**src/rtl/uart_mmio_ctrl.sv**
```systemverilog
// uart_mmio_ctrl: memory-mapped TX/RX FIFO sequencer for the uart, with sticky RX overflow and irq
module uart_mmio_ctrl #(
  parameter int          FIFO_DEPTH = 8,
  parameter logic [31:0] BASE_ADDR  = 32'h8000_0000
) (
  input  logic        clk,
  input  logic        rst,
  input  logic [31:0] addr,
  input  logic [31:0] wdata,
  input  logic        we,
  input  logic        re,
  output logic [31:0] rdata,
  output logic [7:0]  uart_tx_data,
  output logic        uart_tx_valid,
  input  logic        uart_tx_ready,
  input  logic [7:0]  uart_rx_data,
  input  logic        uart_rx_valid,
  output logic        uart_rx_ready,
  output logic        irq
);
  localparam int PW = $clog2(FIFO_DEPTH);
  localparam int CW = PW + 1;

  logic [7:0]    r_tx_mem [FIFO_DEPTH];
  logic [7:0]    r_rx_mem [FIFO_DEPTH];
  logic [PW-1:0] r_tx_wp, r_tx_rp, r_rx_wp, r_rx_rp;
  logic [CW-1:0] r_tx_cnt, r_rx_cnt;
  logic          r_ov, r_irq, r_rx_rdy;
  logic [31:0]   r_rdata;

  logic          w_hit, w_flush, w_clr, w_tx_full, w_rx_full, w_rx_ne;
  logic          w_tx_pop, w_tx_push, w_rx_pop, w_rx_in, w_rx_push, w_ovf, w_unused;
  logic [3:0]    w_off;
  logic [31:0]   w_status, w_rd;

  assign w_hit     = addr[31:4] == BASE_ADDR[31:4];
  assign w_off     = addr[3:0];
  assign w_flush   = we & w_hit & (w_off == 4'hC) & wdata[1];
  assign w_clr     = we & w_hit & (w_off == 4'hC) & wdata[0];
  assign w_tx_full = r_tx_cnt == CW'(FIFO_DEPTH);
  assign w_rx_full = r_rx_cnt == CW'(FIFO_DEPTH);
  assign w_rx_ne   = r_rx_cnt != '0;
  assign w_unused  = &{1'b0, wdata[31:8]};

  // A flush wins over every same-cycle push and pop; a pop frees a slot for a same-cycle push.
  assign w_tx_pop  = uart_tx_valid & uart_tx_ready & ~w_flush;
  assign w_tx_push = we & w_hit & (w_off == 4'h8) & (~w_tx_full | w_tx_pop) & ~w_flush;
  assign w_rx_pop  = re & w_hit & (w_off == 4'h4) & w_rx_ne & ~w_flush;
  assign w_rx_in   = uart_rx_valid & r_rx_rdy & ~w_flush;
  assign w_rx_push = w_rx_in & (~w_rx_full | w_rx_pop);
  assign w_ovf     = w_rx_in & w_rx_full & ~w_rx_pop;

  assign w_status = {8'd0, 8'(r_tx_cnt), 8'(r_rx_cnt), 5'd0, r_ov, w_rx_ne, ~w_tx_full};
  assign w_rd     = ~w_hit                          ? 32'd0 :
                    w_off == 4'h0                   ? w_status :
                    (w_off == 4'h4) & w_rx_ne       ? {24'd0, r_rx_mem[r_rx_rp]} : 32'd0;

  assign rdata         = r_rdata;
  assign irq           = r_irq;
  assign uart_rx_ready = r_rx_rdy;
  assign uart_tx_valid = r_tx_cnt != '0;
  assign uart_tx_data  = r_tx_mem[r_tx_rp];

  always_ff @(posedge clk) begin
    if (w_tx_push) r_tx_mem[r_tx_wp] <= wdata[7:0];
    if (w_rx_push) r_rx_mem[r_rx_wp] <= uart_rx_data;
  end

  always_ff @(posedge clk or posedge rst) begin
    if (rst) begin
      r_tx_wp  <= '0;
      r_tx_rp  <= '0;
      r_rx_wp  <= '0;
      r_rx_rp  <= '0;
      r_tx_cnt <= '0;
      r_rx_cnt <= '0;
      r_ov     <= 1'b0;
      r_irq    <= 1'b0;
      r_rx_rdy <= 1'b0;
      r_rdata  <= '0;
    end else begin
      r_tx_wp  <= w_flush ? '0 : r_tx_wp + PW'(w_tx_push);
      r_tx_rp  <= w_flush ? '0 : r_tx_rp + PW'(w_tx_pop);
      r_rx_wp  <= w_flush ? '0 : r_rx_wp + PW'(w_rx_push);
      r_rx_rp  <= w_flush ? '0 : r_rx_rp + PW'(w_rx_pop);
      r_tx_cnt <= w_flush ? '0 : r_tx_cnt + CW'(w_tx_push) - CW'(w_tx_pop);
      r_rx_cnt <= w_flush ? '0 : r_rx_cnt + CW'(w_rx_push) - CW'(w_rx_pop);
      r_ov     <= w_ovf ? 1'b1 : w_clr ? 1'b0 : r_ov;
      r_irq    <= w_rx_ne | r_ov;
      r_rx_rdy <= 1'b1;
      if (re) r_rdata <= w_rd;
    end
  end
endmodule
```
**config.mk**
```make
export PLATFORM = sky130hd
export DESIGN_NAME = uart_mmio_ctrl
export DESIGN_NICKNAME = d
export VERILOG_FILES = /design/src/rtl/uart_mmio_ctrl.sv
export SDC_FILE = /design/constraint.sdc
export NUM_CORES = 1
export LEC_CHECK = 0
export BUFFER_PORTS_ARGS = -buffer_cell sky130_fd_sc_hd__buf_4
export CAP_MARGIN = 20
export CORE_MARGIN = 5
export CORE_UTILIZATION = 50
export CTS_CLUSTER_SIZE = 8
export DETAILED_ROUTE_END_ITERATION = 10
export HOLD_SLACK_MARGIN = 0.15
export PLACE_DENSITY_LB_ADDON = 0.2
export SLEW_MARGIN = 5
export SYNTH_ARGS = -nofsm -noshare
export SYNTH_HDL_FRONTEND = slang
export SYNTH_SLANG_ARGS = --single-unit
```
**constraint.sdc**
```tcl
create_clock -name clk -period 2.7 [get_ports clk]
set_clock_uncertainty 0.1 [all_clocks]
set_input_delay 0.135 -clock clk [delete_from_list [all_inputs] [get_ports clk]]
set_output_delay 0.135 -clock clk [all_outputs]
set_load 0.1 [all_outputs]
```
==> flow_metrics.py, run 1 <==
metrics = {
    "sta": {
        "slew_viol_final": 0,
        "finalSetupViolCount": 1,
        "hold_slack_ns": 0.258,
        "timing.final.crit_share_pct": 101,
        "slew_headroom_pct": 56.5,
        "setup_tns_ns": -0.0215,
        "finalCriticalPeriod_ns": 2.72,
        "max_freq_mhz": 367,
        "hold_violations": 0,
        "worstMarginPinSlew_ns": 0.651,
        "worst_slack_ns": -0.0215,
        "rsz0062_at_grt": "true",
    },
    "job": {
        "drv_cap": 0,
    },
    "worst_setup_path": {
        "critPathCaptureType": "register",
        "crit_arrival_ns": 2.97,
        "r2r_setup_slack_ns": -0.02,
        "startpoint_type": "register",
        "worstPathCellList": "inv_2 -> ha_4 -> a21o_1 -> nor4_4 -> nor2_4 -> or3_4 -> ha_4 -> inv_2 -> ha_4 -> fa_2 -> nor2b_1",
        "cp_max_fo": 2,
        "cp_common_cell": "ha_4",
        "critical_path_required_ns": 2.95,
        "max_stage_delay_ns": 0.50,
        "critPathTopFamily": "adder cells",
        "path_buf_inv": 2,
        "critPathKind": "reg -> reg",
        "critPathSlowestCell": "fa_2",
    },
    "routing": {
        "wl_um": 14200,
        "vias": 3963,
        "ant_nets": 0,
        "post-route-drc-count": 0,
        "avgViaCountPerCell": 5.24,
        "drtIter0Drc": 337,
        "first_pass_iters": 4,
        "wl_per_cell_um": 18.7,
    },
    "synth": {
        "syn_area_per_cell_um2": 17.3,
        "synth_seq_cells": 167,
        "seq_area_frac_synth_pct": 68.3,
        "synth_edf_count": 128,
        "async_flop_share_pct": 23.4,
        "syn_area_um2": 7060,
        "synth_cell_types": 44,
        "synthCells": 407,
        "synthFlopType": "edfxtp_1",
        "synth_warnings": 0,
    },
    "place": {
        "place_area_um2": 8250,
        "post-place-ws_ns": -0.222,
        "dp_hpwl_um": 9750,
        "gp_congestion": 0.779,
        "portBuffers": 80,
    },
    "cts": {
        "cts_sinks": 167,
        "cts-root-to-sink-buffers": 2,
        "cts_tree": "built",
        "cts_buffers": 17,
        "ctsRootBufferMaster": "clkbuf_16",
        "cts.clk_slew.worst_paths_ns": 0.06,
        "cts_htree_levels": 4,
        "clock_latency_ns": 0.42,
    },
    "global_routing": {
        "grt_pass1_wl_um": 22500,
        "busiest_layer": "met2",
        "grt_max_degree": 40,
        "grt_pass1_vias": 4208,
        "grt_use_met3_pct": 3.61,
        "grt_use_total_pct": 18.2,
        "met1_usage_pct": 22.6,
        "antenna_found_initial": 0,
        "grt-ovfl-total": 0,
        "grtUsageMet2_pct": 31.7,
    },
    "run_status": {
        "status": "complete, but fails checks",
        "failed_checks": "setup timing",
    },
    "floorplan": {
        "dieWidth_um": 129,
        "initial_core_util_pct": 50.8,
        "die_area_um2": 16600,
        "die_h_um": 129,
        "pin_count": 121,
        "row_count": 43,
        "coreArea_um2": 13900,
    },
    "final_layout": {
        "antenna_cells": 0,
        "drive_gt1_share_pct": 40.3,
        "fin_area_um2": 9100,
        "nFillCells": 994,
        "final_cell_mix": "buf_4 (135), edfxtp_1 (128), dfrtp_1 (38)",
        "final_nets": 664,
        "layout_commonest_cell": "buf_4",
        "areaGrowthSynthToFinish_pct": 29.0,
    },
    "hold_path": {
        "min_path_type": "in -> reg",
    },
    "pwr": {
        "powerDensity_nw_per_um2": 869,
        "vdd.ir_drop.worst_mv": 0.606,
        "p_leak_nw": 3.46,
        "total_power_mw": 7.91,
    },
}
-- layer usage --
layer  share of wire (%)  routed length (µm)  up-vias
li1                    -                   -     1862
met1                  41                5860     2015
met2                  54                7700       71
met3                 3.0                 420       15
met4                 1.3                 191        0
met5                   0                   0        -
-- cells by family (layout without fill, tap and decap cells) --
| kind of cell | after synthesis | in the layout | synth area share [%] |
|---|---|---|---|
| AO/OA/AOI/OAI | 28 | 28 | 3.08 |
| other | 2 | 17 | 0.106 |
| buffers and inverters | 47 | 201 | 3.40 |
| flip-flops | 167 | 167 | 68.3 |
| XOR/XNOR | 8 | 8 | 0.993 |
| AND/OR/NAND/NOR | 85 | 85 | 7.38 |
| adder cells (fa/ha/maj) | 22 | 22 | 4.11 |
| multiplexers | 48 | 48 | 12.6 |
-- final timing paths --
check / startpoint / cells after the start / to
max: r_rx_cnt[2] / 11 / r_rx_cnt[1]
min: re / 3 / rdata[6]
max reg2reg: r_rx_cnt[2] / 11 / r_rx_cnt[1]
min reg2reg: r_ov / 1 / irq
max in group asynchronous: rst / 4 / uart_rx_ready
min in group asynchronous: rst / 4 / rdata[5]
-- layout make-up --
cell class / instances / area [µm²] / share of cell area [%]
clock buffers: 21 / 440 / 4.84
clock inverters: 10 / 109 / 1.20
inverters: 14 / 52.6 / 0.577
multi-input cells: 208 / 2230 / 24.5
flip-flops and latches: 167 / 4820 / 53.0
well taps: 180 / 225 / 2.47
repair buffers: 156 / 1220 / 13.4
-- power by group --
part | switching (mW) | internal [mW] | total, mW
sequential | 0.147 | 2.98 | 3.13
clock | 0.916 | 1.35 | 2.26
combinational | 1.56 | 0.965 | 2.52
total | 2.62 | 5.29 | 7.91
-- synth_stat cells, types with 5 or more instances --
| cell | number | area share (%) |
|---|---|---|
| nor2b_1 | 12 | 1.1 |
| nor3_1 | 7 | 0.50 |
| ha_1 | 20 | 3.5 |
| nand2_1 | 10 | 0.53 |
| clkbuf_1 | 12 | 0.64 |
| buf_4 | 16 | 1.7 |
| mux2i_1 | 8 | 1.1 |
| nor4b_1 | 5 | 0.62 |
| dfrtp_1 | 39 | 14 |
| mux4_2 | 32 | 10 |
| edfxtp_1 | 128 | 54 |
| a22o_1 | 8 | 0.99 |
| nor4_1 | 8 | 0.71 |
| inv_1 | 12 | 0.64 |
| xnor2_1 | 8 | 0.99 |
| nor2_1 | 17 | 0.90 |
| o2bb2ai_1 | 5 | 0.62 |
| nand3_1 | 6 | 0.43 |
| mux2_2 | 8 | 1.3 |
-- tightest hold or removal path: cells and delay by family --
kind                   cells  cell delay, ns
buffers and inverters      2            0.37
AO/OA/AOI/OAI              1            0.23
-- through the flow --
stage	std cells	util (%)
floorplan	422	-
global placement	697	59.4
detailed placement	697	59.4
CTS	752	65.2
global route	756	65.6
finish	756	65.6
-- registers in the layout, summed over array words and instances, names as in the netlist, 3 cells and up --
name	flops
r_rx_cnt	4
r_tx_cnt	4
r_tx_mem	64
r_rx_mem	64
r_tx_rp	3
rdata	16
r_rx_wp	3
r_rx_rp	3
r_tx_wp	3
-- timing repair --
action                     CTS  global route
setup endpoints to repair    3             5
buffers inserted             3             4
hold endpoints to repair   170             0
resized for setup            3             6
pin swaps                    1             6
hold buffers                21             0
Power figures use the tool's default switching activity.
==> inputs of run 2 (changes only) <==
- CORE_UTILIZATION: 50 -> 55
- clock period: 2.7 -> 2.9 ns (I/O delays scaled with it)
==> flow_metrics.py, run 2 (synthesis results as in run 1) <==
metrics = {
    "sta": {
        "setup_tns_ns": 0,
        "finalCriticalPeriod_ns": 2.83,
        "max_freq_mhz": 354,
        "hold_slack_ns": 0.226,
        "slew_viol_final": 0,
        "finalSetupViolCount": 0,
        "timing.final.crit_share_pct": 97.4,
        "worstMarginPinSlew_ns": 0.802,
        "slew_headroom_pct": 46.5,
        "hold_violations": 0,
    },
    "worst_setup_path": {
        "reg2reg_from": "r_rx_cnt[2]",
        "critical_path_required_ns": 3.11,
        "r2r_cells": 11,
        "critPathCaptureType": "register",
        "r2r_setup_slack_ns": 0.07,
        "crit_arrival_ns": 3.03,
        "r2r_end": "r_rx_cnt[1]",
        "critPathKind": "reg -> reg",
        "cp_max_fo": 3,
        "startpoint_type": "register",
    },
    "cts": {
        "cts_buffers": 17,
        "cts_sinks": 167,
        "cts_tree": "built",
        "clock_latency_ns": 0.42,
        "ctsRootBufferMaster": "clkbuf_16",
        "cts.clk_slew.worst_paths_ns": 0.06,
        "cts-root-to-sink-buffers": 2,
        "cts_htree_levels": 4,
    },
    "floorplan": {
        "dieWidth_um": 123,
        "pin_count": 121,
        "die_h_um": 123,
        "row_count": 41,
        "die_area_um2": 15200,
        "initial_core_util_pct": 55.9,
        "coreArea_um2": 12600,
    },
    "hold_path": {
        "hold_depth": 5,
        "whs_endpoint": "r_rx_cnt[2]",
        "min_path_type": "in -> reg",
        "min_from": "addr[3]",
    },
    "pwr": {
        "p_int_mw": 5.14,
        "p_clk_share_pct": 31.3,
        "pwr-share-comb_pct": 29.5,
        "p_leak_nw": 3.45,
        "vdd.ir_drop.worst_mv": 0.561,
        "p_sw_share_pct": 32.2,
        "powerDensity_nw_per_um2": 842,
        "sequentialPowerShare_pct": 39.2,
        "total_power_mw": 7.58,
        "power_switching_mw": 2.44,
    },
    "place": {
        "dp_hpwl_um": 9620,
        "place_area_um2": 8110,
        "portBuffers": 80,
        "gp_congestion": 0.783,
    },
    "global_routing": {
        "grt_use_total_pct": 21.1,
        "grt-ovfl-total": 0,
        "grt_pass1_wl_um": 23400,
        "antenna_found_initial": 0,
        "grt_pass1_vias": 4426,
        "grt_max_degree": 40,
    },
    "final_layout": {
        "nFillCells": 840,
        "final_nets": 658,
        "fin_area_um2": 9010,
        "drive_gt1_share_pct": 37.5,
        "areaGrowthSynthToFinish_pct": 27.7,
        "final_cell_mix": "buf_4 (128), edfxtp_1 (128), dfrtp_1 (39)",
        "antenna_cells": 0,
    },
    "job": {
        "drv_cap": 0,
    },
    "routing": {
        "post-route-drc-count": 0,
        "ant_nets": 0,
        "wl_um": 14600,
        "vias": 4111,
        "avgViaCountPerCell": 5.54,
        "wl_per_cell_um": 19.7,
        "drtIter0Drc": 335,
        "first_pass_iters": 5,
    },
    "run_status": {
        "status": "finished, final reports clean",
    },
}
[run 2: cell types whose count changed in the layout (fill, tap and decap cells not counted), moves of 2 or more]
cell and delta:
ha_4 -2, ha_1 +2, inv_2 -3, inv_1 +3, buf_4 -7, nor4_1 +3, clkinv_2 -4, bufinv_16 +3
nor4_4 -3, clkinv_1 +2
[run 2: how the worst max path moves through the flow]
stage,slack [ns],endpoint,start,cells after the start
2_1_floorplan,0.003,r_tx_cnt[2],addr[5],12
3_3_place_gp,-0.09,r_rx_mem[6][2],addr[23],7
3_5_place_dp,-0.16,r_rx_cnt[2],addr[8],12
4_1_cts,0.02,r_rx_cnt[2],r_rx_cnt[3],12
5_1_grt,-0.02,r_rx_cnt[1],r_rx_cnt[2],11
6_report,0.07,r_rx_cnt[1],r_rx_cnt[2],11
[run 2: cell type report]
| type | count | area (µm²) | area share (%) |
|---|---|---|---|
| multi-input cells | 208 | 2130 | 23.6 |
| inverters | 14 | 52.6 | 0.583 |
| repair buffers | 150 | 1180 | 13.1 |
| clock buffers | 21 | 440 | 4.89 |
| clock inverters | 10 | 178 | 1.97 |
| flip-flops and latches | 167 | 4820 | 53.5 |
| well taps | 172 | 215 | 2.39 |
[run 2: metal layers]
| layer | GRT usage, % | wire [µm] |
|---|---|---|
| met4 | 7.06 | 159 |
| met3 | 5.49 | 879 |
| met2 | 34.2 | 7470 |
| met5 | 0 | 0 |
| met1 | 28.0 | 6130 |
[run 2: timing repair]
action                     in CTS  in global routing
setup endpoints to repair       1                  3
setup buffers                   0                  5
hold buffers                   21                  0
hold endpoints to repair      179                  0
pin swaps                       0                  4
gates cloned                    0                  0
gates resized for setup         1                  7
[run 2: stage by stage]
stage / instances / utilization (%) / worst slack [ns]
after floorplan: 422 / - / 0.00332
after global placement: 684 / 64.2 / -0.0851
after global routing: 742 / 71.4 / -0.0156
after detailed placement: 685 / 64.3 / -0.158
after CTS: 737 / 70.9 / 0.0186
final: 742 / 71.4 / 0.0749
[run 2: power groups by stage]
stage / registers [mW] / clock network, mW / logic (mW)
2_1_floorplan: 2.93 / 0 / 1.73
3_3_place_gp: 3.01 / 0 / 2.08
3_5_place_dp: 3.02 / 0 / 2.15
4_1_cts: 2.97 / 2.41 / 2.19
5_1_grt: 2.99 / 2.53 / 2.39
6_report: 2.97 / 2.37 / 2.24
[run 2: worst max-delay path, cell delays in order (launching register included)]
cell and delay [ns]:
dfrtp_1 0.35, inv_1 0.07, ha_2 0.19, a21o_1 0.19
nor4_4 0.33, nor2_2 0.08, or3_1 0.32, ha_1 0.27
inv_1 0.09, ha_4 0.15, fa_2 0.42, nor2b_2 0.15
==> inputs of run 3 (changes only) <==
- ABC_AREA: default -> 1
==> flow_metrics.py, run 3 <==
metrics = {
    "run_status": {
        "status": "finished, final reports clean",
    },
    "routing": {
        "avgViaCountPerCell": 5.32,
        "vias": 5174,
        "dr.max_layer_used": "met4",
        "wl_per_cell_um": 16.7,
        "route.met3.wl_um": 973,
        "wl_met2_um": 8360,
        "wl_um": 16200,
        "ant_nets": 0,
        "first_pass_iters": 5,
        "post-route-drc-count": 0,
        "drtIter0Drc": 403,
        "wl_met1_um": 6690,
    },
    "cts": {
        "cts_buffers": 17,
        "cts_sinks": 167,
        "cts_setup_buffers": 0,
        "ctsRootBufferMaster": "clkbuf_16",
        "cts_tree": "built",
        "clock_latency_ns": 0.42,
        "ctsResizeCount": 0,
        "cts-root-to-sink-buffers": 2,
        "cts.clk_slew.worst_paths_ns": 0.06,
        "cts_htree_levels": 4,
        "hold_buffers": 22,
    },
    "synth": {
        "seq_area_frac_synth_pct": 65.8,
        "synth.most_common_cell": "nor2_1",
        "synthFlopType": "edfxtp_1",
        "synthCells": 661,
        "synth_warnings": 0,
        "syn_area_um2": 7330,
        "synth_top_cell_by_area": "edfxtp_1",
        "synth.area.top_cells": "edfxtp_1 (52%), dfrtp_1 (13%), nor2_1 (6.7%)",
        "syn_area_per_cell_um2": 11.1,
        "synth_cell_types": 33,
        "synth_edf_count": 128,
        "async_flop_share_pct": 23.4,
        "netlist_top_cells_count": "nor2_1 (131), edfxtp_1 (128), nand2_1 (75)",
        "netlist.area_leader.share_pct": 52.5,
        "synth_seq_cells": 167,
    },
    "final_layout": {
        "antenna_cells": 0,
        "nFillCells": 971,
        "seqCellArea_um2": 4820,
        "drive_gt1_share_pct": 18.3,
        "multi_input_area_um2": 2130,
        "areaGrowthSynthToFinish_pct": 22.2,
        "final_nets": 884,
        "final_util_pct": 68.2,
        "layout_commonest_cell": "nor2_1",
        "fin_area_um2": 8960,
        "final_cell_mix": "nor2_1 (131), edfxtp_1 (128), buf_4 (107)",
    },
    "worst_setup_path": {
        "critPathKind": "reg -> reg",
        "critical_path_required_ns": 3.12,
        "crit_arrival_ns": 2.91,
        "max_stage_delay_ns": 0.38,
        "critPathSlowestCell": "fa_1",
        "critPathCaptureType": "register",
        "path_buf_inv": 3,
        "cp_max_fo": 10,
        "worstPathCellList": "inv_1 -> ha_1 -> nand2_1 -> nand4_1 -> o21ai_4 -> nand3_4 -> ha_1 -> inv_1 -> ha_1 -> fa_1 -> xor2_1 -> nand2_1 -> inv_1",
        "critPathTopFamily": "adder cells",
        "startpoint_type": "register",
    },
    "floorplan": {
        "row_count": 42,
        "die_h_um": 125,
        "dieWidth_um": 125,
        "die_area_um2": 15700,
        "initial_core_util_pct": 55.8,
        "coreArea_um2": 13100,
        "pin_count": 121,
    },
    "pwr": {
        "p_clk_share_pct": 27.6,
        "vdd.ir_drop.worst_mv": 0.519,
        "powerDensity_nw_per_um2": 842,
        "p_sw_share_pct": 39.0,
        "pwr-share-comb_pct": 34.2,
        "sequentialPowerShare_pct": 38.2,
        "p_leak_nw": 3.77,
        "p_int_mw": 4.60,
        "power_switching_mw": 2.94,
    },
    "place": {
        "post-place-ws_ns": 0.191,
        "portBuffers": 80,
        "gp_congestion": 0.844,
        "place_area_um2": 8190,
        "dp_hpwl_um": 10500,
    },
    "job": {
        "drv_cap": 0,
    },
    "global_routing": {
        "grt-ovfl-total": 0,
        "grt_max_degree": 40,
        "grt_pass1_vias": 5197,
        "grt_pass1_wl_um": 25900,
        "antenna_found_initial": 0,
        "grt_use_total_pct": 20.8,
    },
    "sta": {
        "slew_headroom_pct": 58.6,
        "setup_tns_ns": 0,
        "worstMarginPinSlew_ns": 0.621,
        "hold_slack_ns": 0.177,
        "max_freq_mhz": 372,
        "slew_viol_final": 0,
        "worst_slack_ns": 0.209,
        "finalSetupViolCount": 0,
        "timing.final.crit_share_pct": 92.8,
        "rsz0062_at_grt": "false",
        "finalCriticalPeriod_ns": 2.69,
        "hold_violations": 0,
    },
    "hold_path": {
        "min_path_type": "in -> reg",
    },
}
-- run 3: cell count changes after synthesis, sizes merged, moves of 12 or more --
cell	before	now
nor2b	12	0
mux4	32	0
o22ai	0	19
inv	13	57
nor2	17	132
nand3	6	30
nand2	10	78
o21ai	3	72
-- run 3: final timing paths --
check	from	end	slack, ns	cells after the start
setup / recovery	r_rx_cnt[2]	r_rx_cnt[2]	0.21	13
hold / removal	addr[2]	r_tx_mem[7][1]	0.18	4
setup reg to reg	r_rx_cnt[2]	r_rx_cnt[2]	0.21	13
hold reg to reg	r_ov	irq	0.38	2
max in group asynchronous	rst	r_ov	2.01	4
min in group asynchronous	rst	rdata[19]	0.33	4
-- run 3: cells by family after synthesis --
family,count (synthesis),synth area share [%]
xor gates and xnor gates,6,0.717
and+or+nand+nor,251,14.6
DFF,167,65.8
adders and majority gates,22,3.96
buffers and inverters,97,5.93
AOI/OAI and AO/OA,116,8.95
other,2,0.102
-- run 3: power by group through the flow --
stage / Sequential [mW] / Clock [mW] / Combinational, mW
2_1_floorplan: 2.93 / 0 / 1.94
3_3_place_gp: 2.92 / 0 / 2.47
3_5_place_dp: 2.93 / 0 / 2.54
4_1_cts: 2.88 / 2.11 / 2.57
5_1_grt: 2.90 / 2.21 / 2.80
6_report: 2.88 / 2.08 / 2.58
-- run 3: per-stage QoR --
stage          cells  total power, mW
2_1_floorplan    676             4.87
3_3_place_gp     919             5.38
3_5_place_dp     919             5.46
4_1_cts          972             7.56
5_1_grt          972             7.92
6_report         972             7.54
-- run 3: per-layer routing --
metal / GRT usage (%) / vias up
met5: 0 / -
met4: 6.89 / 0
met3: 4.86 / 21
met2: 36.7 / 182
met1: 25.4 / 2486
li1: - / 2485
-- run 3: cell type report --
cell class	count	area share, %
flip-flops and latches	167	53.8
multi-input cells	412	23.8
repair buffers	129	11.4
clock buffers	18	4.79
well taps	176	2.46
inverters	57	2.39
clock inverters	13	1.29
-- run 3: tightest hold or removal path, cell delays in order --
cell and delay [ns]:
buf_4 0.10, nor3_2 0.06, nand2_4 0.12, nor2_1 0.10
